[src/rtl/font_writer_pkg.sv]
// Shared types and widths for the font BRAM write engine.
package font_writer_pkg;

    localparam int unsigned FONT_ADDR_W = 12;
    localparam int unsigned FONT_DATA_W = 16;

    typedef enum logic [1:0] {
        FONT_CMD_SET_ADDR = 2'd0,
        FONT_CMD_SET_INCR = 2'd1,
        FONT_CMD_WRITE    = 2'd2,
        FONT_CMD_FILL     = 2'd3
    } font_cmd_t;

    typedef enum logic {
        FW_IDLE = 1'b0,
        FW_FILL = 1'b1
    } fw_state_t;

endpackage

[src/rtl/font_writer_if.sv]
// Command handshake and font BRAM write-port bundle for font_writer.
interface font_writer_if
    import font_writer_pkg::*;
#(
    parameter int unsigned ADDR_W = FONT_ADDR_W,
    parameter int unsigned DATA_W = FONT_DATA_W
) ();

    logic              cmd_valid_i;
    logic              cmd_ready_o;
    font_cmd_t         cmd_type_i;
    logic [DATA_W-1:0] cmd_data_i;
    logic              wr_en_o;
    logic [ADDR_W-1:0] wr_address_o;
    logic [DATA_W-1:0] wr_data_o;
    logic              busy_o;

    modport master (
        output cmd_valid_i, cmd_type_i, cmd_data_i,
        input  cmd_ready_o, wr_en_o, wr_address_o, wr_data_o, busy_o
    );

    modport slave (
        input  cmd_valid_i, cmd_type_i, cmd_data_i,
        output cmd_ready_o, wr_en_o, wr_address_o, wr_data_o, busy_o
    );

endinterface

[src/rtl/font_cmd_fifo.sv]
// Small synchronous command FIFO with full/empty flags and a flush input.
module font_cmd_fifo #(
    parameter int unsigned DEPTH = 4,
    parameter int unsigned W     = 18
) (
    input  logic         clk,
    input  logic         reset_n_i,
    input  logic         push_i,
    input  logic         pop_i,
    input  logic         flush_i,
    input  logic [W-1:0] data_i,
    output logic [W-1:0] data_o,
    output logic         full_o,
    output logic         empty_o
);

    localparam int unsigned PTR_W = $clog2(DEPTH);
    localparam int unsigned CNT_W = PTR_W + 1;

    logic [W-1:0]     mem_q [DEPTH];
    logic [PTR_W-1:0] wr_ptr_q, rd_ptr_q;
    logic [CNT_W-1:0] cnt_q;
    logic             do_push, do_pop;

    assign full_o  = (cnt_q == CNT_W'(DEPTH));
    assign empty_o = (cnt_q == '0);
    assign data_o  = mem_q[rd_ptr_q];
    assign do_push = push_i & ~full_o & ~flush_i;
    assign do_pop  = pop_i & ~empty_o & ~flush_i;

    // Pointer and occupancy tracking; flush empties the queue.
    always_ff @(posedge clk or negedge reset_n_i) begin
        if (!reset_n_i) begin
            wr_ptr_q <= '0;
            rd_ptr_q <= '0;
            cnt_q    <= '0;
        end else if (flush_i) begin
            wr_ptr_q <= '0;
            rd_ptr_q <= '0;
            cnt_q    <= '0;
        end else begin
            if (do_push) wr_ptr_q <= wr_ptr_q + PTR_W'(1);
            if (do_pop)  rd_ptr_q <= rd_ptr_q + PTR_W'(1);
            case ({do_push, do_pop})
                2'b10:   cnt_q <= cnt_q + CNT_W'(1);
                2'b01:   cnt_q <= cnt_q - CNT_W'(1);
                default: cnt_q <= cnt_q;
            endcase
        end
    end

    // Entry storage; contents are don't-care until written.
    always_ff @(posedge clk) begin
        if (do_push) mem_q[wr_ptr_q] <= data_i;
    end

endmodule

[src/rtl/font_writer.sv]
// Font BRAM write engine: queued SET_ADDR/SET_INCR/WRITE/FILL commands,
// at most one font word write per clk.
// Optional macro FONT_WRITER_ABORT_EN adds abort_i (flush FIFO, stop fill).
module font_writer
    import font_writer_pkg::*;
#(
    parameter int unsigned FIFO_DEPTH = 4,
    parameter int unsigned ADDR_W     = FONT_ADDR_W,
    parameter int unsigned DATA_W     = FONT_DATA_W
) (
    input  logic         clk,
    input  logic         reset_n_i,
`ifdef FONT_WRITER_ABORT_EN
    input  logic         abort_i,
`endif
    font_writer_if.slave bus
);

    localparam int unsigned ENTRY_W = 2 + DATA_W;
    localparam int unsigned CNT_W   = ADDR_W + 1;
    localparam logic [CNT_W-1:0] MAX_FILL = {1'b1, {ADDR_W{1'b0}}};

    fw_state_t          state_q, state_d;
    logic [ADDR_W-1:0]  addr_q, addr_d;
    logic [ADDR_W-1:0]  incr_q, incr_d;
    logic [DATA_W-1:0]  last_q, last_d;
    logic [CNT_W-1:0]   count_q, count_d;
    logic               wr_en_q, wr_en_d;
    logic [ADDR_W-1:0]  wr_addr_q, wr_addr_d;
    logic [DATA_W-1:0]  wr_data_q, wr_data_d;

    logic               full, empty, push, pop, abort_c;
    logic [ENTRY_W-1:0] head;
    font_cmd_t          head_type;
    logic [DATA_W-1:0]  head_data;
    logic [CNT_W-1:0]   fill_req, fill_n;

`ifdef FONT_WRITER_ABORT_EN
    assign abort_c = abort_i;
`else
    assign abort_c = 1'b0;
`endif

    assign push      = bus.cmd_valid_i & ~full & ~abort_c;
    assign head_type = font_cmd_t'(head[ENTRY_W-1 -: 2]);
    assign head_data = head[DATA_W-1:0];
    assign fill_req  = head_data[ADDR_W:0];
    assign fill_n    = (fill_req > MAX_FILL) ? MAX_FILL : fill_req;

    font_cmd_fifo #(
        .DEPTH (FIFO_DEPTH),
        .W     (ENTRY_W)
    ) u_fifo (
        .clk       (clk),
        .reset_n_i (reset_n_i),
        .push_i    (push),
        .pop_i     (pop),
        .flush_i   (abort_c),
        .data_i    ({bus.cmd_type_i, bus.cmd_data_i}),
        .data_o    (head),
        .full_o    (full),
        .empty_o   (empty)
    );

    // State, pointer registers and registered write port.
    always_ff @(posedge clk or negedge reset_n_i) begin
        if (!reset_n_i) begin
            state_q   <= FW_IDLE;
            addr_q    <= '0;
            incr_q    <= ADDR_W'(1);
            last_q    <= '0;
            count_q   <= '0;
            wr_en_q   <= 1'b0;
            wr_addr_q <= '0;
            wr_data_q <= '0;
        end else begin
            state_q   <= state_d;
            addr_q    <= addr_d;
            incr_q    <= incr_d;
            last_q    <= last_d;
            count_q   <= count_d;
            wr_en_q   <= wr_en_d;
            wr_addr_q <= wr_addr_d;
            wr_data_q <= wr_data_d;
        end
    end

    // Command decode and fill sequencing.
    always_comb begin
        state_d   = state_q;
        addr_d    = addr_q;
        incr_d    = incr_q;
        last_d    = last_q;
        count_d   = count_q;
        wr_en_d   = 1'b0;
        wr_addr_d = wr_addr_q;
        wr_data_d = wr_data_q;
        pop       = 1'b0;

        unique case (state_q)
            FW_IDLE: begin
                if (!empty) begin
                    pop = 1'b1;
                    case (head_type)
                        FONT_CMD_SET_ADDR: addr_d = head_data[ADDR_W-1:0];
                        FONT_CMD_SET_INCR: incr_d = head_data[ADDR_W-1:0];
                        FONT_CMD_WRITE: begin
                            wr_en_d   = 1'b1;
                            wr_addr_d = addr_q;
                            wr_data_d = head_data;
                            last_d    = head_data;
                            addr_d    = addr_q + incr_q;
                        end
                        FONT_CMD_FILL: begin
                            if (fill_n != '0) begin
                                count_d = fill_n;
                                state_d = FW_FILL;
                            end
                        end
                    endcase
                end
            end
            FW_FILL: begin
                wr_en_d   = 1'b1;
                wr_addr_d = addr_q;
                wr_data_d = last_q;
                addr_d    = addr_q + incr_q;
                count_d   = count_q - CNT_W'(1);
                if (count_q == CNT_W'(1)) state_d = FW_IDLE;
            end
            default: state_d = FW_IDLE;
        endcase

        // Abort cancels whatever this cycle would have done; pointers keep their values.
        if (abort_c) begin
            state_d   = FW_IDLE;
            addr_d    = addr_q;
            incr_d    = incr_q;
            last_d    = last_q;
            count_d   = '0;
            wr_en_d   = 1'b0;
            wr_addr_d = wr_addr_q;
            wr_data_d = wr_data_q;
            pop       = 1'b0;
        end
    end

    assign bus.cmd_ready_o  = ~full;
    assign bus.wr_en_o      = wr_en_q;
    assign bus.wr_address_o = wr_addr_q;
    assign bus.wr_data_o    = wr_data_q;
    assign bus.busy_o       = ~empty | (state_q == FW_FILL) | wr_en_q;

endmodule
[src/flat_wrapper.sv]
// flat-port wrapper written by rule: the top's interface ports become plain ports
module font_writer_flat import font_writer_pkg::*;
#(
    parameter int unsigned FIFO_DEPTH = 4,
    parameter int unsigned ADDR_W     = FONT_ADDR_W,
    parameter int unsigned DATA_W     = FONT_DATA_W
)
  (clk, reset_n_i, bus_cmd_valid_i, bus_cmd_type_i, bus_cmd_data_i, bus_cmd_ready_o, bus_wr_en_o, bus_wr_address_o, bus_wr_data_o, bus_busy_o);
  font_writer_if #(.ADDR_W(ADDR_W), .DATA_W(DATA_W)) bus_i ();
  input  logic clk;
  input  logic reset_n_i;
  input wire logic [$bits(bus_i.cmd_valid_i)-1:0] bus_cmd_valid_i;
  input wire logic [$bits(bus_i.cmd_type_i)-1:0] bus_cmd_type_i;
  input wire logic [$bits(bus_i.cmd_data_i)-1:0] bus_cmd_data_i;
  output wire logic [$bits(bus_i.cmd_ready_o)-1:0] bus_cmd_ready_o;
  output wire logic [$bits(bus_i.wr_en_o)-1:0] bus_wr_en_o;
  output wire logic [$bits(bus_i.wr_address_o)-1:0] bus_wr_address_o;
  output wire logic [$bits(bus_i.wr_data_o)-1:0] bus_wr_data_o;
  output wire logic [$bits(bus_i.busy_o)-1:0] bus_busy_o;
  assign bus_i.cmd_valid_i = bus_cmd_valid_i;
  assign bus_i.cmd_type_i = bus_cmd_type_i;
  assign bus_i.cmd_data_i = bus_cmd_data_i;
  assign bus_cmd_ready_o = bus_i.cmd_ready_o;
  assign bus_wr_en_o = bus_i.wr_en_o;
  assign bus_wr_address_o = bus_i.wr_address_o;
  assign bus_wr_data_o = bus_i.wr_data_o;
  assign bus_busy_o = bus_i.busy_o;
  font_writer #(.FIFO_DEPTH(FIFO_DEPTH), .ADDR_W(ADDR_W), .DATA_W(DATA_W)) u_core (.clk(clk), .reset_n_i(reset_n_i), .bus(bus_i));
endmodule
[config.mk]
export PLATFORM = sky130hd
export DESIGN_NAME = font_writer_flat
export DESIGN_NICKNAME = d
export VERILOG_FILES = /design/src/rtl/font_writer_pkg.sv /design/src/rtl/font_writer_if.sv /design/src/rtl/font_cmd_fifo.sv /design/src/rtl/font_writer.sv /design/src/flat_wrapper.sv
export SDC_FILE = /design/constraint.sdc
export NUM_CORES = 1
export LEC_CHECK = 0
export CAP_MARGIN = 20
export CELL_PAD_IN_SITES_DETAIL_PLACEMENT = 1
export CELL_PAD_IN_SITES_GLOBAL_PLACEMENT = 1
export CORE_AREA = 10 10 148 164
export CTS_CLUSTER_SIZE = 30
export DETAILED_ROUTE_END_ITERATION = 10
export DIE_AREA = 0 0 158 174
export HOLD_SLACK_MARGIN = 0.12
export PLACE_DENSITY = 0.71
export SLEW_MARGIN = 20
export SYNTH_ARGS = -nofsm -noshare
export SYNTH_HDL_FRONTEND = slang
export SYNTH_HIERARCHICAL = 1
export SYNTH_SLANG_ARGS = --single-unit
export TNS_END_PERCENT = 1
[constraint.sdc]
create_clock -name clk -period 3 [get_ports clk]
set_input_delay 0.6 -clock clk [delete_from_list [all_inputs] [get_ports clk]]
set_output_delay 0.6 -clock clk [all_outputs]
set_load 0.05 [all_outputs]
# Word-level counts from Yosys, hierarchy flattened
# Memory sizes are Yosys's and may differ from the RTL's.
# Index checks and enable logic that the tools add are counted.
[totals]
wordCells = 75
ramBits = 72
memories = 1
register_bits = 90
output_inout_bits = 31
[classes]
mux = 27
n_bitwise = 8
order_cmp = 1
add_sub_neg = 6
n_eq_ne = 12
n_reduce_logical = 9
[mem_list]
columns = ["name", "depth", "word_bits", "rd", "rd_ports_with_merged_regs", "write_ports", "line", "source"]
rows = [
  ["u_core.u_fifo.mem_q", 4, 18, 1, 0, 1, "font_cmd_fifo.sv:20", "logic [W-1:0] mem_q [DEPTH];"],
]
[op_table]
columns = ["cell", "n"]
rows = [
  ["12-bit case mux with 2 select lines", 3],
  ["13-bit two-way mux", 4],
  ["12-bit two-way mux", 3],
  ["16-bit two-way mux", 2],
  ["16-bit case mux with 2 select lines", 1],
  ["13-bit case mux with 2 select lines", 1],
  ["13-bit by 1-bit equality test with 1-bit output (second input constant)", 1],
  ["13-bit greater-than comparator (second input constant)", 1],
  ["13-bit nonzero test", 1],
  ["13-bit by 1-bit subtractor with 13-bit output (second input constant)", 1],
  ["12-bit adder", 1],
  ["1-bit two-way mux", 10],
  ["3-bit AND reduction", 3],
  ["2-bit equality test (second input constant)", 3],
  ["2-bit != test (second input constant)", 3],
  ["3-bit case mux with 2 select lines", 1],
  ["2-bit by 1-bit adder with 2-bit output (second input constant)", 2],
  ["2-bit by 1-bit equality test with 1-bit output (second input constant)", 2],
  ["1-bit case mux with 2 select lines", 2],
  ["2-bit AND reduction", 2],
  ["3-bit by 1-bit adder with 3-bit output (second input constant)", 1],
  ["1-bit AND", 3],
  ["3-bit equality test (second input constant)", 1],
  ["3-bit zero test", 1],
  ["7 further kinds", 10],
]

# Logic depth before layout (Yosys ltp)
# Gate-level depths: netlist of the first run.
# An unclocked memory read counts as a cell.
[depth]
ltp_word = 8
mapped_depth = 12
ltp_nobuf = 10

# Modules after synthesis
# The synthesis of the first run kept the hierarchy.
[modules_own_cells]
columns = ["mod", "seq_area_each_um2", "instances", "area_per_inst_um2", "cells_per_inst"]
rows = [
  ["font_writer", 2078.2, 1, 4286.6, 408],
  ["font_cmd_fifo", 2337.2, 1, 3139.3, 158],
]

# Worst setup path after synthesis of the first run
# OpenSTA, ideal clock, no wires.
[synth_path]
path_kind = "register to register"
start = "reg u_core.state_q"
end = "reg u_core.u_fifo.cnt_q[1]"
path_buffers = 4
path_stages_with_launch = 13
arrival_time_ns = 2.399
path_slack_ns = 0.508
path_cell_list = "dfrtp_1 buf_2 buf_2 clkbuf_1 nor2_1 buf_2 nand2b_1 nor3_1 fa_1 inv_1 a311oi_1 a21oi_1 a211oi_1"
[synth_between]
elab_chain_cells = 4
word_cells_on_any_way = 6
cone_classes = "eq/ne: 2; mux: 2; bitwise: 1; reduce/logical: 1"
[synth_rtl]
columns = ["item", "line", "source"]
rows = [
  ["start, declared", "font_writer.sv:23", "fw_state_t state_q, state_d;"],
  ["start signal, assigned", "font_writer.sv:77", "state_q <= state_d;"],
  ["1-bit two-way mux (*)", "font_writer.sv:100", "unique case (state_q)"],
  ["via u_core.pop", "font_writer.sv:32", "logic full, empty, push, pop, abort_c;"],
  ["1-bit AND (*)", "font_cmd_fifo.sv:29", "assign do_pop = pop_i & ~empty_o & ~flush_i;"],
  ["2-bit by 1-bit equality test with 1-bit output / 2-bit equality test (equally long branches)", "font_cmd_fifo.sv:44", "case ({do_push, do_pop})"],
  ["3-bit case mux with 2 select lines / 2-bit nonzero test (equally long branches)", "-", ""],
  ["end signal, assigned", "font_cmd_fifo.sv:45", "2'b10: cnt_q <= cnt_q + CNT_W'(1);"],
  ["end signal, assigned", "font_cmd_fifo.sv:46", "2'b01: cnt_q <= cnt_q - CNT_W'(1);"],
  ["end signal, assigned", "font_cmd_fifo.sv:47", "default: cnt_q <= cnt_q;"],
  ["end, declared", "font_cmd_fifo.sv:22", "logic [CNT_W-1:0] cnt_q;"],
]
# The timed path passes the listed nets; every way through them passes the cells marked *.
# A chain may end at the register's enable or synchronous reset.

# Worst setup path after layout of the first run
[layout_path]
start = "reg u_core.state_q"
end = "out bus_busy_o"
[layout_between]
elab_chain_cells = 2
[layout_rtl]
columns = ["item", "line", "source"]
rows = [
  ["1-bit bitwise OR (2 in a row)", "font_writer.sv:152", "assign bus.busy_o = ~empty | (state_q == FW_FILL) | wr_en_q;"],
  ["end, declared", "flat_wrapper.sv:19", "output wire logic [$bits(bus_i.busy_o)-1:0] bus_busy_o;"],
]
# Every way passes these cells.

==> results of run 1 <==
-- layout by cell type (no fill, tap or decap), types with 9 or more instances in the layout --
master | netlist | routed
mux4_2 | 18 | 18
dfrtp_1 | 89 | 88
and2_1 | 9 | 9
xor2_1 | 16 | 16
clkbuf_16 | 0 | 18
clkdlybuf4s50_1 | 0 | 49
edfxtp_1 | 72 | 72
mux2i_1 | 23 | 23
buf_4 | 1 | 27
nor2_1 | 44 | 44
mux2_2 | 29 | 29
nand2_1 | 49 | 49
inv_1 | 12 | 12
ha_1 | 17 | 17
nand3_1 | 11 | 11
a21oi_1 | 44 | 44
-- through the flow --
step | hold WS [ns] | power, mW | utilization, % | setup WS [ns] | cells
after floorplan | 0.3044 | 5.544 | - | 0.5075 | 566
after global placement | 0.4498 | 6.426 | 40.16 | 0.1865 | 881
after detailed placement | 0.4627 | 6.566 | 40.16 | 0.1346 | 881
after CTS | 0.2764 | 8.797 | 42.95 | 0.1390 | 913
after global routing | 0.2979 | 9.229 | 43.04 | 0.006182 | 914
final | 0.2594 | 8.714 | 43.04 | 0.1816 | 914
-- report_power, final --
part	internal, mW	leakage (nW)	switching (mW)	total, mW
Combinational	1.32	1.55	1.88	3.20
Clock	1.25	0.280	0.922	2.17
Sequential	2.91	1.74	0.429	3.34
-- sequential cells by signal (all words and copies together), names as in the netlist --
name	count
u_core/addr_q	12
u_core/bus.wr_data_o	16
u_core/bus.wr_address_o	12
u_core/last_q	16
u_core/bus.wr_en_o	1
u_core/incr_q	12
u_core/u_fifo/mem_q	72
u_core/count_q	13
u_core/u_fifo/cnt_q	3
u_core/state_q	1
u_core/u_fifo/rd_ptr_q	2
u_core/u_fifo/wr_ptr_q	2
-- how the worst min path moves through the flow --
| stage | slack (ns) | cells past startpoint | end |
|---|---|---|---|
| finish | 0.26 | 1 | u_core/addr_q[5]$_DFFE_PN0P_ |
| global route | 0.30 | 1 | u_core/addr_q[5]$_DFFE_PN0P_ |
| CTS | 0.28 | 1 | u_core/addr_q[5]$_DFFE_PN0P_ |
| detailed placement | 0.46 | 2 | u_core/bus.wr_address_o[4]$_DFFE_PN0P_ |
| global placement | 0.45 | 2 | u_core/bus.wr_address_o[5]$_DFFE_PN0P_ |
| floorplan | 0.30 | 0 | u_core/addr_q[0]$_DFFE_PN0P_ |
-- final cells by class --
class,count,share of cell area [%]
Clock buffer,23,5.425
Clock inverter,9,1.041
Inverter,12,0.4995
Multi-Input combinational cell,365,31.41
Sequential cell,162,48.98
Tap cell,261,3.621
Timing Repair Buffer,82,9.019
-- per-layer routing --
metal,wire length [um],vias up
li1,-,2238
met1,7916,2498
met2,9772,105
met3,709,27
met4,411,0
met5,0,-
-- logic make-up (layout without fill, tap and decap cells) --
family | after synthesis | count (layout) | share of synthesized area (%)
XOR/XNOR | 21 | 21 | 2.477
buffers and inverters | 39 | 126 | 2.393
other | 1 | 1 | 0.05050
AND/OR/NAND/NOR | 152 | 152 | 10.13
adder cells (fa/ha/maj) | 19 | 19 | 3.404
flip-flops | 162 | 162 | 59.46
AO/OA/AOI/OAI | 102 | 102 | 9.132
multiplexers | 70 | 70 | 12.96
==> run metrics, run 1 <==
critical path type reg -> out; commonest cells in the netlist dfrtp_1, edfxtp_1, nand2_1, a21oi_1, nor2_1; Arr. time, crit path 2.22 ns; Seq/Total Area, Yosys 59.46%; EDFF count, synth 72; crit-path cells buf_4 > inv_1 > nand3_1 > buf_4; IO Port Bufs 51; Layout area overhead 21.43%; final hold vios 0; footprint of the multi-input gates 0.002833 mm^2; Slowest-stage cell, CP dfrtp_2; top cells by area, synth dfrtp_1, edfxtp_1, mux4_2; Die H 174 um; Avg WL per Cell 20.58 um; Unique masters post-synth 62; Setup Buffers After CTS 0; core area 0.02095 mm^2; CP Buf/Inv Count 3; Chip Width 158 um; initial DRC count roughly 220; maximum vdd drop 0.4752 mV; RR Startpoint u_core/u_fifo/rd_ptr_q[0]$_DFFE_PN0P_; NumNets Final between 600 and 700; layout cells sized above 1 around 20%; fillers 2163; clock latency at the later pin of the worst-skew pair 0.43 ns; DR DRC count 0; DR vias/cell between 5 and 6; Post-Route Skew 0.01397 ns; antenna violations before repair 0; asr flop ratio synth 55.56%; r2r setup slk between 0.2 and 0.25 ns; Final Max Slew Viols 0; hpwl dp about 13000 um; CTS clock-pin slew for the worst setup and hold paths 0.06 ns; critical path endpoint category output port; Worst EP required 2.40 ns; worst-margin pin slew 0.7823 ns; post-route setup TNS 0 ns; DRT antenna net count 0; startpoint types register; root buf cell clkbuf_16; CP most frequent cell buf_4; Post-CTS Hold Fix Bufs 0; I/O pins 52; syn_area_per_cell approximately 13 um^2; Register Area 0.004417 mm^2; RSZ-0062 raised after global routing false; Rows 56; GRT busiest layer met2; via count 4868; H-Tree Level Count 4; worst hold path type in -> async; largest area contributor in the netlist dfrtp_1; DP Area 0.008414 mm^2; total grt overflow 0; P_leak 3.565 nW; Pwr Density 966.4 mW/mm^2; starting density of the core 35.45%; Main synth FF type dfrtp_1; CP top delay family buffers and inverters; Cells after Synth 566; met3 Use GR 2.914%; Critical Path Fanout Max 26; Total GRT Usage approximately 14%; worst setup path start u_core/state_q$_DFF_PN0_; fin crit share ~94%; GR Layer Usage met2 24.26%; post-route cell area 0.009017 mm^2; Slowest Stage Delay on Critical Path 0.72 ns; Max clock buf depth 2; FMAX 0.3548 GHz; status completed; max_cap viols 0; slew margin rel. 47.85%; synthesized area ~0.0074 mm^2; most common cell in the synthesized netlist dfrtp_1; Final Setup Violations 0; Synthesis Warnings 6; largest net degree at the start of global routing 54; DRT Pass-1 Iters 4; CTS sink cnt between 150 and 200; flops & latches, synth 162; min Tclk post-route around 2.8 ns; CTS tree done; first-pass GRT wire length 29970 um; Syn Nets 606; crit path to bus_busy_o; die area ~0.027 mm^2; WL final 18810 um; reg-to-reg critical path endpoint u_core/count_q[2]$_DFFE_PN0P_; post-cts sizing count 0; vias in the first global route between 5000 and 6000; WP depth 4; Final GP Congestion 0.8275; routing usage on met1 between 10% and 20%; antenna cell count 0; Yosys top cell area share 29.99%; CTS Buf Count 17; R2R cell count 9
(Power assumes the default switching activity.)
==> run 2: changes to the inputs <==
MAX_ROUTING_LAYER = met4   (was not set)
==> run 2 against run 1 <==
Compared with the run above:
- via count is essentially flat
- design area is the same
- non-clock buffer count is the same
- die area is the same
- setup slack gained 0.0087 ns
- count of clock-buffer cells in the layout is the same
- global-route usage grew 0.37 points
- routed wire length shrank 0.13%
- highest routed layer unchanged
- clock skew grew 0.0020 ns
- largest power group unchanged
- critical path depth is the same
- sequential share of layout area is the same
- hold slack gained 0.0031 ns
==> run metrics, run 2 (same netlist as run 1, synthesis figures left out) <==
status completed; CTS Buf Count 17; Total GRT Usage about 14%; max FFs per register 72; RR Startpoint u_core/u_fifo/rd_ptr_q[0]$_DFFE_PN0P_; post-cts sizing count 0; starting density of the core 35.45%; Post-CTS Hold Fix Bufs 0; Critical Path Fanout Max 26; core area 0.02095 mm^2; worst-margin pin slew 0.7920 ns; hpwl dp 13080 um; DRT Pass-1 Iters 5; post-route cell area 0.009017 mm^2; r2r setup slk 0.24 ns; total grt overflow 0; FMAX 0.3559 GHz; worst hold path type in -> async; sequential share of power 38.4%; IO Port Bufs 51; R2R cell count 9; sw frac 37.05%; Rows 56; Max clock buf depth 2; Worst EP required 2.40 ns; vias in the first global route 5422; Pwr Density 966.0 mW/mm^2; NumNets Final 680; register bank with the most flops u_core/u_fifo/mem_q; first-pass GRT wire length 29950 um; Die H 174 um; startpoint types register; CTS tree done; Psw 3.227 mW; Layout area overhead 21.43%; fin crit share 93.66%; post-route setup TNS 0 ns; clock latency at the later pin of the worst-skew pair approximately 0.43 ns; critical path type reg -> out; antenna violations before repair 0; DR vias/cell around 5.3; Final Setup Violations 0; WL final 18780 um; Int Pwr 5.483 mW; I/O pins 52; H-Tree Level Count 4; Arr. time, crit path 2.21 ns; Chip Width 158 um; Setup Buffers After CTS 0; max_cap viols 0; min Tclk post-route 2.810 ns; critical path endpoint category output port; slew margin rel. 47.20%; most frequent cells in the layout dfrtp_1, edfxtp_1, clkdlybuf4s50_1, nand2_1; largest net degree at the start of global routing 54; DP Area approximately 0.0084 mm^2; RSZ-0062 raised after global routing false; reg-to-reg critical path endpoint u_core/count_q[2]$_DFFE_PN0P_; most common cell after layout, fill and taps aside dfrtp_1; Avg WL per Cell 20.55 um; Final Max Slew Viols 0; initial DRC count 244; Clk pwr share 24.8%; antenna cell count 0; layout cells sized above 1 19.45%; die area between 0.02 and 0.03 mm^2; root buf cell clkbuf_16; via count 4872; Comb pwr share 36.8%; CTS sink cnt 162; DR DRC count 0; CTS clock-pin slew for the worst setup and hold paths approximately 0.060 ns; P_leak between 3 and 4 nW; final hold vios 0; Final GP Congestion about 0.84; DRT antenna net count 0; maximum vdd drop between 0.4 and 0.5 mV; Post-Route Skew 0.01595 ns
## run 2: layout make-up
cell class                 count  area, um^2
clock buffer                  23       489.2
clock inverter                 9       93.84
fill                        2163       11930
inverter                      12       45.04
multi-input combinational    365        2833
sequential                   162        4417
tap                          261       326.6
timing repair buffer          82       813.3
## run 2: worst max-delay path by stage
stage / startpoint / endpoint / slack, ns / cells past startpoint
2_1_floorplan: u_core/state_q$_DFF_PN0_ / u_core/u_fifo/cnt_q[1]$_DFFE_PN0P_ / 0.51 / 12
3_3_place_gp: u_core/u_fifo/rd_ptr_q[0]$_DFFE_PN0P_ / u_core/count_q[7]$_DFFE_PN0P_ / 0.19 / 9
3_5_place_dp: u_core/u_fifo/rd_ptr_q[0]$_DFFE_PN0P_ / u_core/count_q[8]$_DFFE_PN0P_ / 0.13 / 8
4_1_cts: u_core/u_fifo/rd_ptr_q[0]$_DFFE_PN0P_ / u_core/count_q[8]$_DFFE_PN0P_ / 0.14 / 8
5_1_grt: u_core/u_fifo/rd_ptr_q[0]$_DFFE_PN0P_ / u_core/addr_q[11]$_DFFE_PN0P_ / 0.004 / 11
6_report: u_core/state_q$_DFF_PN0_ / bus_busy_o / 0.19 / 4
## run 2: critical path, cell delays in order, from the launching register on
cell and delay (ns):
dfrtp_2 0.72, buf_4 0.44, inv_1 0.22, nand3_1 0.17
buf_4 0.22
## run 2: power by group through the flow
| stage | Clock (mW) | Combinational (mW) | Sequential (mW) |
|---|---|---|---|
| 2_1_floorplan | 0 | 1.65 | 3.90 |
| 3_3_place_gp | 0 | 3.08 | 3.35 |
| 3_5_place_dp | 0 | 3.18 | 3.39 |
| 4_1_cts | 2.21 | 3.23 | 3.35 |
| 5_1_grt | 2.31 | 3.49 | 3.43 |
| 6_report | 2.16 | 3.20 | 3.34 |
## run 2: stage by stage
| stage | power, mW | utilization, % | hold WS [ns] | setup WS (ns) | std cells |
|---|---|---|---|---|---|
| 6_report | 8.711 | 43.04 | 0.2625 | 0.1902 | 914 |
| 5_1_grt | 9.228 | 43.04 | 0.2945 | 0.004423 | 914 |
| 4_1_cts | 8.797 | 42.95 | 0.2764 | 0.1390 | 913 |
| 3_5_place_dp | 6.566 | 40.16 | 0.4627 | 0.1346 | 881 |
| 3_3_place_gp | 6.426 | 40.16 | 0.4498 | 0.1865 | 881 |
| 2_1_floorplan | 5.544 | - | 0.3044 | 0.5075 | 566 |
## run 2: layer usage
layer  GRT usage, %  vias to the layer above  routed length (um)
met3          2.716                       25                 537
li1               -                     2239                   -
met5              -                        -                   0
met2          24.26                       89                9848
met4          5.294                        0                 365
met1          16.47                     2519                8032
==> RTL change 1 (flow settings as in run 1) <==
The package constant `FONT_ADDR_W` goes from 12 to 10.
--- a/src/rtl/font_writer_pkg.sv
+++ b/src/rtl/font_writer_pkg.sv
@@ -2,5 +2,5 @@
 package font_writer_pkg;
 
-    localparam int unsigned FONT_ADDR_W = 12;
+    localparam int unsigned FONT_ADDR_W = 10;
     localparam int unsigned FONT_DATA_W = 16;
 
Ports: changed (resized bus_wr_address_o); port bits go from 52 to 50. No check against the original RTL was run, so the function may have changed too.
==> RTL change 1 against run 1 <==
Area after synthesis is 5.1% lower; global-route usage shrank 0.38 points; routed wire length fell by 5.9%; final cell count shrank 4.5%; total power grew 7.2%; sequential cell count decreased by 8; sequential power decreased by 3%; largest power group is now combinational cells; clock skew fell by 0.0023 ns; final area down 5.1%; core utilization decreased by 2.2 points; largest cell class unchanged; setup slack improved by 0.080 ns.
==> RTL change 1: results (changes against run 1) <==
stage	metric	value	unit	change
run_status	outcome	finished, final reports clean		
setup_path	critPathArrivalTime	2.14	ns	-0.08 ns
sta	relSlewSlack	55.0	%	+7.1 points
setup_path	worst_path_max_delay_cell	clkdlybuf4s50_1		
place	port-buffer-count	49		-3.9%
sta	period_share	91.3	%	-2.7 points
drt	wl_per_cell	20.3	µm	-1.5%
power	p_int	5.78	mW	+5.5%
place	gp_congestion	0.818		-1.1%
synth	async_reset_ff_share	53.2	%	-2.3 points
synth	synth_commonest_cells	dfrtp_1 (81), edfxtp_1 (72), nand2_1 (59), o21ai_0 (30)		
drt	routed_via_density	5.22		-2.1%
drt	dr.first_iter.drc_count	249		+15%
sta	clock_skew	0.0116	ns	-0.00233 ns
setup_path	r2r_slack	0.31	ns	+0.07 ns
setup_path	crit_start	u_core/u_fifo/cnt_q[1]		
setup_path	worstPathMaxFanout	9		-65%
place	placed_area	7910	µm²	-6.0%
synth	synthDominantCellAreaShare	30.7	%	+0.67 points
layout	fill_cells	2172		+0.42%
place	pre_cts_ws	0.256	ns	+0.121 ns
setup_path	rr_worst_depth	7		-2
layout	drive_above_1_share	19.3	%	-0.17 points
synth	synthDistinctLibCells	64		+3.2%
synth	synth_top_cells_by_area	edfxtp_1 (31%), dfrtp_1 (29%), mux4_2 (5.7%)		
setup_path	reg2reg_to	u_core/count_q[1]		
synth	synth.yosys.seq_area_share	59.8	%	+0.33 points
global_route	first_global_vias	5046		-6.7%
-- RTL change 1: cell types whose count changed in the layout (fill, tap and decap cells not counted), sizes merged, moves of 4 or more --
cell | run 1 | this run
buf | 33 | 26
o21ai | 14 | 33
xor2 | 16 | 6
nand3 | 12 | 4
clkbuf | 23 | 18
dfrtp | 89 | 81
a21oi | 45 | 24
nand2 | 49 | 59
nor2 | 45 | 27
and2 | 9 | 4
bufinv | 1 | 5
-- RTL change 1: how the worst min path moves through the flow --
stage          cells past startpoint                         end
5_1_grt                            1           u_core/count_q[7]
4_1_cts                            1           u_core/count_q[7]
6_report                           1           u_core/count_q[7]
3_3_place_gp                       2  u_core/bus.wr_address_o[4]
2_1_floorplan                      0            u_core/addr_q[0]
3_5_place_dp                       2  u_core/bus.wr_address_o[5]
-- RTL change 1: layout make-up --
cell class              count  share of cell area, %
clock buffers              18                   5.01
well taps                 261                   3.82
repair buffers             73                   8.22
flip-flops and latches    154                   49.2
multi-input cells         340                   30.6
inverters                  13                  0.570
clock inverters            14                   2.54
-- RTL change 1: logic make-up (layout without fill, tap and decap cells) --
logic type | count (synthesis) | after routing | synth area share, %
XOR/XNOR | 12 | 12 | 1.49
flip-flops | 154 | 154 | 59.8
multiplexers | 65 | 65 | 12.9
AO/OA/AOI/OAI | 106 | 106 | 9.64
buffers and inverters | 39 | 118 | 3.07
AND/OR/NAND/NOR | 139 | 139 | 9.83
other | 1 | 1 | 0.0532
adder cells (fa/ha/maj) | 17 | 17 | 3.23
-- RTL change 1: metrics by stage --
| step | cells | hold WS (ns) | utilization, % |
|---|---|---|---|
| after floorplan | 533 | 0.304 | - |
| after global placement | 841 | 0.456 | 37.8 |
| after detailed placement | 841 | 0.471 | 37.8 |
| after CTS | 873 | 0.213 | 40.9 |
| after global routing | 873 | 0.242 | 40.9 |
| final | 873 | 0.199 | 40.9 |
-- RTL change 1: layer usage --
layer	track usage [%]	vias to the layer above	part of all wire [%]
met5	0	-	0
met1	15.8	2368	42
li1	-	2107	-
met3	3.63	17	3.3
met4	4.40	0	1.2
met2	23.5	62	53
-- RTL change 1: critical path, delay by kind of cell, from the launching register on --
kind                   cells  cell delay (ns)
DFF                        1             0.49
buffers and inverters      2             0.77
and+or+nand+nor            2             0.44
-- RTL change 1: power by group through the flow --
stage	clock [mW]	combinational, mW	sequential, mW
2_1_floorplan	0	2.09	3.73
3_3_place_gp	0	3.63	3.24
3_5_place_dp	0	3.78	3.27
4_1_cts	2.41	3.80	3.24
5_1_grt	2.54	4.11	3.31
6_report	2.36	3.75	3.23
==> RTL change 2 (settings of run 1) <==
Made on the original files. Make the reset (`reset_n_i`) synchronous in 2 clocked blocks.
--- a/src/rtl/font_cmd_fifo.sv
+++ b/src/rtl/font_cmd_fifo.sv
@@ -30,5 +30,5 @@
 
     // Pointer and occupancy tracking; flush empties the queue.
-    always_ff @(posedge clk or negedge reset_n_i) begin
+    always_ff @(posedge clk) begin
         if (!reset_n_i) begin
             wr_ptr_q <= '0;
--- a/src/rtl/font_writer.sv
+++ b/src/rtl/font_writer.sv
@@ -64,5 +64,5 @@
 
     // State, pointer registers and registered write port.
-    always_ff @(posedge clk or negedge reset_n_i) begin
+    always_ff @(posedge clk) begin
         if (!reset_n_i) begin
             state_q   <= FW_IDLE;
Behaviour: differs if reset_n_i is asserted again (counterexample within 4 cycles, from zero or initial values and one cycle with reset_n_i low); with reset_n_i held inactive, the same outputs for 4 cycles.
==> RTL change 2 against run 1 <==
Routed wire length up 1.5%; area after synthesis down 1.6%; register-to-register slack worse by 0.07 ns; setup slack worse by 0.011 ns; core utilization down 0.91 points; final area down 2.1%; sequential cell count up 2; non-clock buffer count down 5; final cell count up 8.5%.
Power is not compared: it rests on default switching activity, and its combinational part moved more than twofold at a synthesized area within 25%.
==> RTL change 2: results (changes against run 1) <==
stage	metric	value	unit	change
place	dp_hpwl	13600	µm	+4.0%
synth	synth_top_cells_by_area	edfxtp_1 (30%), dfxtp_1 (25%), nand2_1 (6.7%)		
drt	dr.first_iter.drc_count	194		-11%
layout	fill_cells	2250		+4.0%
sta	clock_skew	0.0162	ns	+0.00219 ns
setup_path	critPathArrivalTime	3.20	ns	+0.98 ns
drt	vias	5324		+9.4%
drt	dr.pass1.iters	5		+1
layout	layout.nets	759		+12%
run_status	outcome	finished, final reports clean		
setup_path	worstPathMaxFanout	18		-31%
setup_path	worst_path_max_delay_cell	or4_1		
global_route	grt_usage	14.4	%	+0.48 points
synth	synth_commonest_cells	nand2_1 (131), dfxtp_1 (92), edfxtp_1 (72), a21oi_1 (34), nor2_1 (29)		
synth	async_reset_ff_share	0	%	-56 points
global_route	first_global_vias	5918		+9.4%
global_route	grt_max_degree	36		-33%
hold_path	hold_class	register to register		
global_route	grt_pass1_wl	31600	µm	+5.5%
setup_path	critPathTopFamily	compound AO/OA/AOI/OAI gates		
synth	synthFlopType	dfxtp_1		
synth	synthDistinctLibCells	74		+19%
place	gp_congestion	0.842		+1.7%
synth	synth.yosys.seq_area_share	54.8	%	-4.7 points
place	placed_area	8220	µm²	-2.3%
sta	worst_pin_slew	0.668	ns	-0.114 ns
==> RTL change 2: logic make-up after synthesis <==
family | after synthesis | synth area share [%]
compound gates | 149 | 14.6
xor+xnor | 9 | 1.08
fa+ha+maj | 20 | 3.63
buf+inv | 46 | 3.00
flops | 164 | 54.8
mux | 39 | 8.63
other cells | 1 | 0.0513
simple gates | 221 | 14.2
==> RTL change 2: cell type report <==
cell class	instances	share of cell area, %
Clock inverter	15	1.90
Timing Repair Buffer	77	8.33
Clock buffer	17	4.82
Tap cell	261	3.70
Sequential cell	164	45.4
Multi-Input combinational cell	443	35.2
Inverter	15	0.638
==> RTL change 2: per-layer routing <==
| metal | global-route usage, % | wire length, µm | vias to the layer above |
|---|---|---|---|
| li1 | - | - | 2514 |
| met1 | 16.2 | 8010 | 2696 |
| met2 | 26.4 | 10100 | 91 |
| met3 | 3.11 | 733 | 23 |
| met4 | 4.40 | 268 | 0 |
| met5 | 0 | 0 | - |
==> RTL change 2: stage by stage <==
step / cells / setup WS [ns] / hold slack [ns] / setup TNS (ns)
floorplan: 653 / 0.228 / 0.436 / 0
global placement: 960 / 0.106 / 0.441 / 0
detailed placement: 960 / -0.00527 / 0.451 / -0.00527
CTS: 992 / 0.149 / 0.460 / 0
global route: 992 / -0.0107 / 0.481 / -0.0107
finish: 992 / 0.171 / 0.457 / 0
==> RTL change 2: worst paths after layout <==
kind	startpoint	endpoint	slack [ns]	cells past startpoint
worst min-delay path	u_core/bus.wr_address_o[7]	u_core/bus.wr_address_o[7]	0.46	2
worst max register to register	register	u_core/count_q[6]	0.17	7
worst min register to register	u_core/bus.wr_address_o[7]	u_core/bus.wr_address_o[7]	0.46	2
worst max-delay path	register	u_core/count_q[6]	0.17	7
==> RTL change 2: power by group <==
part / leakage (nW) / switching (mW) / internal [mW]
Sequential: 1.40 / 0.0200 / 2.36
Combinational: 1.52 / 0.174 / 0.112
Clock: 0.285 / 0.949 / 1.25
Total: 3.20 / 1.14 / 3.72
==> RTL change 2: worst register-to-register path, cell delays in order, from the launching register on <==
cell,delay (ns)
dfxtp_1,0.36
buf_12,0.19
mux4_1,0.63
or4_1,0.67
o41ai_4,0.43
o311ai_1,0.20
o41ai_1,0.11
a22o_1,0.19
